File: src/rtl/adc_pulse_emulator.sv
// Synthetic twin-sample ADC source: baseline on all channels, one programmable
// rectangular pulse each on channels a/b/c, placed with single-sample resolution.
module adc_pulse_emulator #(
    parameter int ADC_DATA_WIDTH      = 16,
    parameter int ADC_TWIN_DATA_WIDTH = 32,
    parameter int C_S_AXI_DATA_WIDTH  = 32
) (
    input  logic                           rxclk,
    input  logic                           rst,
    input  logic                           gen_enable,
    input  logic                           gen_start,
    input  logic [ADC_DATA_WIDTH-1:0]      baseline,
    input  logic [ADC_DATA_WIDTH-1:0]      amp_a,
    input  logic [ADC_DATA_WIDTH-1:0]      amp_b,
    input  logic [ADC_DATA_WIDTH-1:0]      amp_c,
    input  logic [C_S_AXI_DATA_WIDTH-1:0]  init_delay,
    input  logic [C_S_AXI_DATA_WIDTH-1:0]  delay_ab,
    input  logic [C_S_AXI_DATA_WIDTH-1:0]  delay_bc,
    input  logic [ADC_DATA_WIDTH-1:0]      pulse_width,
    output logic [ADC_TWIN_DATA_WIDTH-1:0] adc_data_a,
    output logic [ADC_TWIN_DATA_WIDTH-1:0] adc_data_b,
    output logic [ADC_TWIN_DATA_WIDTH-1:0] adc_data_c,
    output logic [ADC_TWIN_DATA_WIDTH-1:0] adc_data_d,
    output logic                           adc_valid,
    output logic                           gen_busy,
    output logic                           gen_done,
    output logic                           cfg_err,
    output logic [C_S_AXI_DATA_WIDTH-1:0]  tof_ab_cycles
);
    localparam int DW = ADC_DATA_WIDTH;
    localparam int AW = C_S_AXI_DATA_WIDTH;
    localparam int SW = AW + 2;  // two guard bits expose schedule overflow
    localparam int TW = ADC_TWIN_DATA_WIDTH;

    typedef enum logic [1:0] {
        ST_IDLE = 2'd0,
        ST_ARM  = 2'd1,
        ST_RUN  = 2'd2,
        ST_DONE = 2'd3
    } state_t;

    function automatic logic [DW-1:0] sat_add(input logic [DW-1:0] base, input logic [DW-1:0] amp);
        logic [DW:0] sum;
        sum = {base[DW-1], base} + {amp[DW-1], amp};
        if (sum[DW] != sum[DW-1]) begin
            sat_add = sum[DW] ? {1'b1, {(DW-1){1'b0}}} : {1'b0, {(DW-1){1'b1}}};
        end else begin
            sat_add = sum[DW-1:0];
        end
    endfunction

    function automatic logic [DW-1:0] chan_sample(input logic [SW-1:0] s, input logic [SW-1:0] t_start,
                                                  input logic [SW-1:0] width, input logic [DW-1:0] base,
                                                  input logic [DW-1:0] level);
        if ((s >= t_start) && (s < (t_start + width))) begin
            chan_sample = level;
        end else begin
            chan_sample = base;
        end
    endfunction

    state_t          state_r, state_next_s;
    logic [AW-1:0]   n_r, t_a_r, t_b_r, t_c_r, t_e_r, tof_r;
    logic [DW-1:0]   width_r, base_r, lev_a_r, lev_b_r, lev_c_r;
    logic            first_done_r, cfg_err_r;
    logic [TW-1:0]   data_a_r, data_b_r, data_c_r, data_d_r;
    logic            valid_r, busy_r, done_r;
    logic [SW-1:0]   t_a_s, t_b_s, t_c_s, t_e_s, even_s, odd_s, wid_s;
    logic            sched_ovf_s, run_end_s;
    logic [TW-1:0]   data_a_s, data_b_s, data_c_s, data_d_s;
    logic            valid_s, busy_s, done_s;

    // Schedule arithmetic on live config, evaluated in ARM, plus run-end test.
    always_comb begin
        t_a_s       = {2'b00, init_delay};
        t_b_s       = t_a_s + {2'b00, delay_ab};
        t_c_s       = t_b_s + {2'b00, delay_bc};
        t_e_s       = t_c_s + {{(SW-DW){1'b0}}, pulse_width};
        sched_ovf_s = |t_e_s[SW-1:AW];
        even_s      = {2'b00, n_r};
        odd_s       = even_s + {{(SW-2){1'b0}}, 2'd1};
        wid_s       = {{(SW-DW){1'b0}}, width_r};
        run_end_s   = (even_s + {{(SW-2){1'b0}}, 2'd2}) >= {2'b00, t_e_r};
    end

    // Next-state logic; gen_enable low forces IDLE from any state.
    always_comb begin
        state_next_s = state_r;
        if (!gen_enable) begin
            state_next_s = ST_IDLE;
        end else begin
            case (state_r)
                ST_IDLE: state_next_s = gen_start ? ST_ARM : ST_IDLE;
                ST_ARM:  state_next_s = sched_ovf_s ? ST_IDLE : ST_RUN;
                ST_RUN:  state_next_s = run_end_s ? ST_DONE : ST_RUN;
                ST_DONE: state_next_s = gen_start ? ST_ARM : ST_DONE;
                default: state_next_s = ST_IDLE;
            endcase
        end
    end

    // Next values for the registered data/status outputs.
    always_comb begin
        data_a_s = {baseline, baseline};
        data_b_s = {baseline, baseline};
        data_c_s = {baseline, baseline};
        data_d_s = {baseline, baseline};
        valid_s  = 1'b0;
        done_s   = 1'b0;
        busy_s   = (state_next_s == ST_ARM) || (state_next_s == ST_RUN);
        case (gen_enable ? state_r : ST_IDLE)
            ST_RUN: begin
                data_a_s = {chan_sample(odd_s, {2'b00, t_a_r}, wid_s, base_r, lev_a_r),
                            chan_sample(even_s, {2'b00, t_a_r}, wid_s, base_r, lev_a_r)};
                data_b_s = {chan_sample(odd_s, {2'b00, t_b_r}, wid_s, base_r, lev_b_r),
                            chan_sample(even_s, {2'b00, t_b_r}, wid_s, base_r, lev_b_r)};
                data_c_s = {chan_sample(odd_s, {2'b00, t_c_r}, wid_s, base_r, lev_c_r),
                            chan_sample(even_s, {2'b00, t_c_r}, wid_s, base_r, lev_c_r)};
                data_d_s = {base_r, base_r};
                valid_s  = 1'b1;
            end
            ST_DONE: begin
                data_a_s = {base_r, base_r};
                data_b_s = {base_r, base_r};
                data_c_s = {base_r, base_r};
                data_d_s = {base_r, base_r};
                valid_s  = 1'b1;
                done_s   = first_done_r;
            end
            default: begin
                valid_s = 1'b0;
            end
        endcase
    end

    // State register and sample counter.
    always_ff @(posedge rxclk or posedge rst) begin
        if (rst) begin
            state_r      <= ST_IDLE;
            n_r          <= {AW{1'b0}};
            first_done_r <= 1'b0;
        end else begin
            state_r      <= state_next_s;
            n_r          <= (state_r == ST_RUN) ? (n_r + {{(AW-2){1'b0}}, 2'd2}) : {AW{1'b0}};
            first_done_r <= (state_r == ST_RUN) && (state_next_s == ST_DONE);
        end
    end

    // Config latched in ARM; pulse levels are pre-saturated here.
    always_ff @(posedge rxclk or posedge rst) begin
        if (rst) begin
            t_a_r     <= {AW{1'b0}};
            t_b_r     <= {AW{1'b0}};
            t_c_r     <= {AW{1'b0}};
            t_e_r     <= {AW{1'b0}};
            tof_r     <= {AW{1'b0}};
            width_r   <= {DW{1'b0}};
            base_r    <= {DW{1'b0}};
            lev_a_r   <= {DW{1'b0}};
            lev_b_r   <= {DW{1'b0}};
            lev_c_r   <= {DW{1'b0}};
            cfg_err_r <= 1'b0;
        end else if (state_r == ST_ARM) begin
            t_a_r   <= t_a_s[AW-1:0];
            t_b_r   <= t_b_s[AW-1:0];
            t_c_r   <= t_c_s[AW-1:0];
            t_e_r   <= t_e_s[AW-1:0];
            tof_r   <= delay_ab >> 1;
            width_r <= pulse_width;
            base_r  <= baseline;
            lev_a_r <= sat_add(baseline, amp_a);
            lev_b_r <= sat_add(baseline, amp_b);
            lev_c_r <= sat_add(baseline, amp_c);
            if (gen_enable) begin
                cfg_err_r <= sched_ovf_s;
            end
        end
    end

    // Output registers.
    always_ff @(posedge rxclk or posedge rst) begin
        if (rst) begin
            data_a_r <= {TW{1'b0}};
            data_b_r <= {TW{1'b0}};
            data_c_r <= {TW{1'b0}};
            data_d_r <= {TW{1'b0}};
            valid_r  <= 1'b0;
            busy_r   <= 1'b0;
            done_r   <= 1'b0;
        end else begin
            data_a_r <= data_a_s;
            data_b_r <= data_b_s;
            data_c_r <= data_c_s;
            data_d_r <= data_d_s;
            valid_r  <= valid_s;
            busy_r   <= busy_s;
            done_r   <= done_s;
        end
    end

    assign adc_data_a    = data_a_r;
    assign adc_data_b    = data_b_r;
    assign adc_data_c    = data_c_r;
    assign adc_data_d    = data_d_r;
    assign adc_valid     = valid_r;
    assign gen_busy      = busy_r;
    assign gen_done      = done_r;
    assign cfg_err       = cfg_err_r;
    assign tof_ab_cycles = tof_r;
endmodule

File: config.mk
export PLATFORM = sky130hd
export DESIGN_NAME = adc_pulse_emulator
export DESIGN_NICKNAME = d
export VERILOG_FILES = /design/src/rtl/adc_pulse_emulator.sv
export SDC_FILE = /design/constraint.sdc
export NUM_CORES = 2
export LEC_CHECK = 0
export CORE_MARGIN = 4
export CORE_UTILIZATION = 35
export DETAILED_ROUTE_END_ITERATION = 8
export PLACE_DENSITY_LB_ADDON = 0.3
export SYNTH_ARGS = -nofsm -noshare
export SYNTH_HDL_FRONTEND = slang
export SYNTH_SLANG_ARGS = --single-unit
File: constraint.sdc
create_clock -name rxclk -period 16.65 [get_ports rxclk]
set_clock_uncertainty 0.2 [all_clocks]
set_input_delay 2.4975 -clock rxclk [delete_from_list [all_inputs] [get_ports rxclk]]
set_output_delay 2.4975 -clock rxclk [all_outputs]
set_load 0.005 [all_outputs]
# After elaboration in Yosys (flattened, before gate mapping)
# Index checks and enable logic that the tools add are counted.
[word_totals] ff_bits=406 in_bits=180 out_inout_bits=164 word_cells=95
[op_classes] add_sub_neg=12 order_cmp=13 n_eq_ne=11 n_mux=26 n_reduce_logical=12
[op_table] op="two-way mux 16 bit" n=12
[op_table] op="case mux 32 bit (2 select lines)" n=3
[op_table] op=">= comparator 33 x 32 -> 1 bit" n=4
[op_table] op="less-than comparator 33 x 34 -> 1 bit" n=3
[op_table] op="adder 32 x 16 -> 33 bit" n=3
[op_table] op="less-than comparator 32 x 33 -> 1 bit" n=3
[op_table] op=">= comparator 32 bit" n=3
[op_table] op="two-way mux 32 bit" n=2
[op_table] op="adder 16 x 16 -> 17 bit" n=3
[op_table] op="adder 33 x 32 -> 34 bit" n=1
[op_table] op="adder 34 x 16 -> 34 bit" n=1
[op_table] op="adder 32 x 1 -> 33 bit (second input constant)" n=1
[op_table] op="adder 32 x 2 -> 33 bit (second input constant)" n=1
[op_table] op="adder 32 x 32 -> 33 bit" n=1
[op_table] op="adder 32 x 2 -> 32 bit (second input constant)" n=1
[op_table] op="== test 2 bit (second input constant)" n=6
[op_table] op="two-way mux 2 bit" n=4
[op_table] op="case mux 2 bit (4 select lines)" n=1
[op_table] op="logical AND 1 bit" n=7
[op_table] op="== test 2 x 1 -> 1 bit (second input constant)" n=2
[op_table] op="two-way mux 1 bit" n=4
[op_table] op="OR reduction 2 bit" n=2
[op_table] op="!= test 1 bit" n=3
[op_table] op="zero test 2 bit" n=1
[op_table] op="2 further kinds" n=2

# Depth between registers and ports, before layout
[logic_depth] ltp_word=9 ltp_mapped=29

# Worst setup path before layout
# Ideal clock, no wire load.
[synth_timing] path_kind="input port to flip-flop" startpoint="in init_delay[6]" endpoint="reg busy_r, in the netlist gen_busy" setup_time_ns=0.126 arrival_time_ns=7.606 setup_slack_ns=8.718 stages=22 path_buffers=1 cell_sequence="ha_1 a2111oi_0 o21ai_0 a41oi_1 o21ai_0 a41oi_1 o31a_1 o21ai_0 xnor2_1 ha_1 buf_2 a2111oi_0 o211a_1 a211o_1 o2111a_1 a2111oi_0 or2_2 or4_1 nor2_1 a311oi_1 or3_1 ha_1"
[synth_between] elab_chain_len=9
[synth_lines] item="start: declaration" line_no="16" rtl="input logic [C_S_AXI_DATA_WIDTH-1:0] init_delay,"
[synth_lines] item="adder 32 x 32 -> 33 bit (*)" line_no="76" rtl="t_b_s = t_a_s + {2'b00, delay_ab};"
[synth_lines] item="via t_b_s[23]" line_no="68" rtl="logic [SW-1:0] t_a_s, t_b_s, t_c_s, t_e_s, even_s, odd_s, wid_s;"
[synth_lines] item="adder 33 x 32 -> 34 bit (*)" line_no="77" rtl="t_c_s = t_b_s + {2'b00, delay_bc};"
[synth_lines] item="adder 34 x 16 -> 34 bit (*)" line_no="78" rtl="t_e_s = t_c_s + {{(SW-DW){1'b0}}, pulse_width};"
[synth_lines] item="OR reduction 2 bit (*)" line_no="79" rtl="sched_ovf_s = |t_e_s[SW-1:AW];"
[synth_lines] item="two-way mux 2 bit (*)" line_no="94" rtl="ST_ARM: state_next_s = sched_ovf_s ? ST_IDLE : ST_RUN;"
[synth_lines] item="case mux 2 bit (4 select lines) (*)" line_no="92" rtl="case (state_r)"
[synth_lines] item="two-way mux 2 bit (*)" line_no="89" rtl="if (!gen_enable) begin"
[synth_lines] item="via state_next_s[1]" line_no="62" rtl="state_t state_r, state_next_s;"
[synth_lines] item="== test 2 x 1 -> 1 bit or == test 2 bit (tied branches)" line_no="110" rtl="busy_s = (state_next_s == ST_ARM) || (state_next_s == ST_RUN);"
[synth_lines] item="logical OR 1 bit (*)" line_no="110"
[synth_lines] item="via busy_s" line_no="71" rtl="logic valid_s, busy_s, done_s;"
[synth_lines] item="end signal: assignment" line_no="196" rtl="busy_r <= busy_s;"
[synth_lines] item="end: declaration" line_no="67" rtl="logic valid_r, busy_r, done_r;"
# The timed path passes the listed nets; every way through them passes the cells marked *.
# A chain may end at the register's enable or synchronous reset.

# Final worst setup path
[layout_timing] startpoint="in delay_ab[6]" endpoint="reg first_done_r"
[layout_between] elab_chain_len=9
[layout_lines] item="start: declaration" line_no="17" rtl="input logic [C_S_AXI_DATA_WIDTH-1:0] delay_ab,"
[layout_lines] item="adder 32 x 32 -> 33 bit" line_no="76"
[layout_lines] item="via t_b_s[23]" line_no="68"
[layout_lines] item="adder 33 x 32 -> 34 bit" line_no="77"
[layout_lines] item="adder 34 x 16 -> 34 bit" line_no="78"
[layout_lines] item="OR reduction 2 bit" line_no="79"
[layout_lines] item="two-way mux 2 bit" line_no="94"
[layout_lines] item="case mux 2 bit (4 select lines)" line_no="92"
[layout_lines] item="two-way mux 2 bit" line_no="89"
[layout_lines] item="via state_next_s[1]" line_no="62"
[layout_lines] item="== test 2 bit" line_no="145" rtl="first_done_r <= (state_r == ST_RUN) && (state_next_s == ST_DONE);"
[layout_lines] item="logical AND 1 bit" line_no="145"
[layout_lines] item="end signal: assignment" line_no="145"
[layout_lines] item="end: declaration" line_no="65" rtl="logic first_done_r, cfg_err_r;"
# The timed path passes the listed nets, and every way through them passes these cells.

==> results.tsv <==
metric	value	unit
Arrival @ worst endpoint	9.66	ns
compound-cell area share of the yosys netlist	20.78	%
Clk pin slew, worst setup/hold paths	0.07	ns
Fillers	9636	
synth cell count leaders	ha_1 (583), nand2_1 (492), dfrtp_1 (389), o21ai_0 (343), a21oi_1 (253)	
initial antenna violation count	8	
Top FF cell, synth	dfrtp_1	
WL per Instance	21.59	um
Tcrit/Tclk final	55.91	%
Synth Cell Area	34100	um^2
first-pass GRT wire length	180800	um
Post-synth EDFFs	0	
Ports	344	
nets@finish	5000	
Achievable Freq	0.1074	GHz
Area contributors post-synth	dfrtp_1 (29%), ha_1 (21%), nand2_1 (5.4%), o21ai_0 (5.0%), xnor2_1 (4.3%)	
share of cells above drive strength 1	4.919	%
share of synthesized registers carrying an async set or reset	100.0	%
Crit path buffers/inverters	2	
Yosys top cell area share	28.55	%
Synth Area in Simple Gates	15.88	%
proportion of synthesized area in mux cells	2.323	%
Initial Utilization	35.26	%
initial drt markers	2198	
max cap viols	0	
Die Ht	320.1	um
CP peak stage delay	0.92	ns
Routed Antenna Nets	0	
vias per cell	5.509	
RR Startpoint	t_a_r[0]	
via count	30570	
worst rel slew slack	20.29	%
maximum buffer depth of the clock tree	3	
Tmin final	9.309	ns
CP Launch Point	delay_ab[6]	
first drt pass iteration count	7	
Die ar.	102500	um^2
routed wire length	119800	um
CTS tree	yes	
Layout area overhead	19.43	%
CP max stage cell	a2111oi_0	
Post-CTS Setup Bufs	0	
RSZ-0062 raised after global routing	false	
DRC violations left	0	
CTS H-Tree Depth	2	
Peak VDD IR	0.00007493	V
Worst-Margin Slew	1.165	ns
Yosys top cell by area	dfrtp_1	
register bit total from synthesis	389	
max-slew violations	0	
PD cells	141.5	nW/um^2
Startpoint Class	primary input	
post-synthesis xor/xnor area fraction	5.856	%
fraction of the mapped netlist area in adder cells	22.19	%
final number of setup-violating endpoints	0	
synthesized area per cell	8.641	um^2
cts hold-fix bufs	0	
Worst Hold Launch	first_done_r	
worst-skew pair later-pin latency	0.67	ns
Layout Utilization	42.11	%
post-synth cell types	78	
Rows	114	
yosys warns	0	
register area share after synthesis	28.55	%
largest family of logic cells by synthesized area	adder cells	
hold crit path type	flop to flop	
Total Routing Usage GR	22.67	%
Setup CP Type	primary input to flop	
CTS root buffer	clkbuf_16	
most frequent cell after synthesis	ha_1	
post_cts resized	0	
register area	9734	um^2
Final Hold Vio Count	0	
CP Capture Type	flop	
status	completed	
multi-input logic area	22950	um^2
vias in the first global route	30110	
hpwl dp	94550	um
CTS buffer count	50	
Largest delay share family, worst path	compound AO/OA/AOI/OAI gates	
critical path required time	17.00	ns
Hold WS	0.2715	ns
Cells after Synth	3946	
DIE WIDTH	320.1	um
cells along the critical path	clkdlybuf4s50_1 -> ha_1 -> a2111oi_0 -> o21ai_0 -> a41oi_1 -> o21ai_0 -> a41oi_1 -> o31a_1 -> o21ai_0 -> xnor2_1 -> ha_1 -> a2111oi_0 -> o211a_1 -> a211o_1 -> nor2_1 -> a2111oi_0 -> or2_2 -> nor4_2 -> nand3_1 -> nor4b_1 -> or3_1 -> ha_1 -> inv_1 -> nor2_1	
routability congestion estimate	0.9146	
Clock Sinks	389	
CP max FO	9	
total negative slack	0	ns
Buffers on Ports	342	
largest net degree at the start of global routing	209	
P_leak	0.01965	uW
Core Area	96710	um^2
total grt overflow	0	
-- placed cells by master (no fill, tap or decap), types with 26 or more instances in the layout --
cell type,count
ha_1,583
clkdlybuf4s50_1,342
mux2i_1,60
inv_1,220
o21ai_0,343
buf_4,44
nand3_1,89
o21a_1,55
o21bai_1,26
xor2_1,62
a21oi_1,252
dfrtp_1,389
nor2_1,174
nand2_1,492
nor2b_1,72
clkbuf_16,50
nand4_1,90
nor3_1,71
o211ai_1,30
nor4_1,27
a211oi_1,53
a21o_1,174
xnor2_1,166
-- where the power goes --
group	leakage, uW	total (uW)	internal (uW)	switching [uW]
clock network	0.000882	1200	703	494
logic	0.0140	3000	1260	1750
registers	0.00475	1560	1250	314
total	0.0196	5760	3200	2560
-- flip-flops by register name, summed over array words and instances, names as in the netlist, 2 cells and up --
| signal | flops |
|---|---|
| adc_data_a | 32 |
| lev_a_r | 16 |
| n_r | 31 |
| adc_data_b | 32 |
| adc_data_d | 16 |
| width_r | 16 |
| state_r | 2 |
| lev_c_r | 16 |
| lev_b_r | 16 |
| t_e_r | 32 |
| t_b_r | 32 |
| adc_data_c | 32 |
| base_r | 16 |
| tof_ab_cycles | 31 |
| t_a_r | 32 |
| t_c_r | 32 |
-- cell type report --
| cell class | instances | area share (%) |
|---|---|---|
| Inverter | 221 | 2.056 |
| Antenna cell | 4 | 0.02458 |
| Sequential cell | 389 | 23.90 |
| Multi-Input combinational cell | 3178 | 56.35 |
| Clock inverter | 37 | 1.204 |
| Timing Repair Buffer | 388 | 9.316 |
| Clock buffer | 56 | 3.226 |
| Tap cell | 1276 | 3.921 |
-- worst paths after layout --
check                      slack, ns             end  cells past startpoint
max                             7.34    first_done_r                     24
min                             0.27        gen_done                      1
max reg2reg                     9.57   adc_data_a[0]                     22
min reg2reg                     0.27        gen_done                      1
max in group asynchronous      12.51   adc_data_b[9]                      3
min in group asynchronous       2.23  adc_data_b[31]                      2
-- per-layer routing --
layer | GRT usage (%) | routed length (um) | vias up
li1 | - | - | 14850
met2 | 36.19 | 53860 | 885
met1 | 31.75 | 55520 | 14680
met4 | 6.086 | 2994 | 8
met5 | 0 | 51 | -
met3 | 3.881 | 7370 | 154
-- per-stage QoR --
stage                     worst slack [ns]  std cells  cell area (um^2)  power [uW]
after floorplan                      3.140       3949             34110        3559
after global placement               6.901       5452             38910        4487
after detailed placement             6.744       5452             38910        4531
after CTS                            7.425       5545             40710        5779
after global routing                 6.770       5545             40710        6253
final                                7.341       5549             40720        5761
-- cell families after synthesis --
kind of cell	after synthesis
XOR/XNOR	228
AO/OA/AOI/OAI	1116
multiplexers	77
buffers and inverters	382
adder cells (fa/ha/maj)	601
AND/OR/NAND/NOR	1152
other	1
flip-flops	389
(Power assumes the default switching activity.)
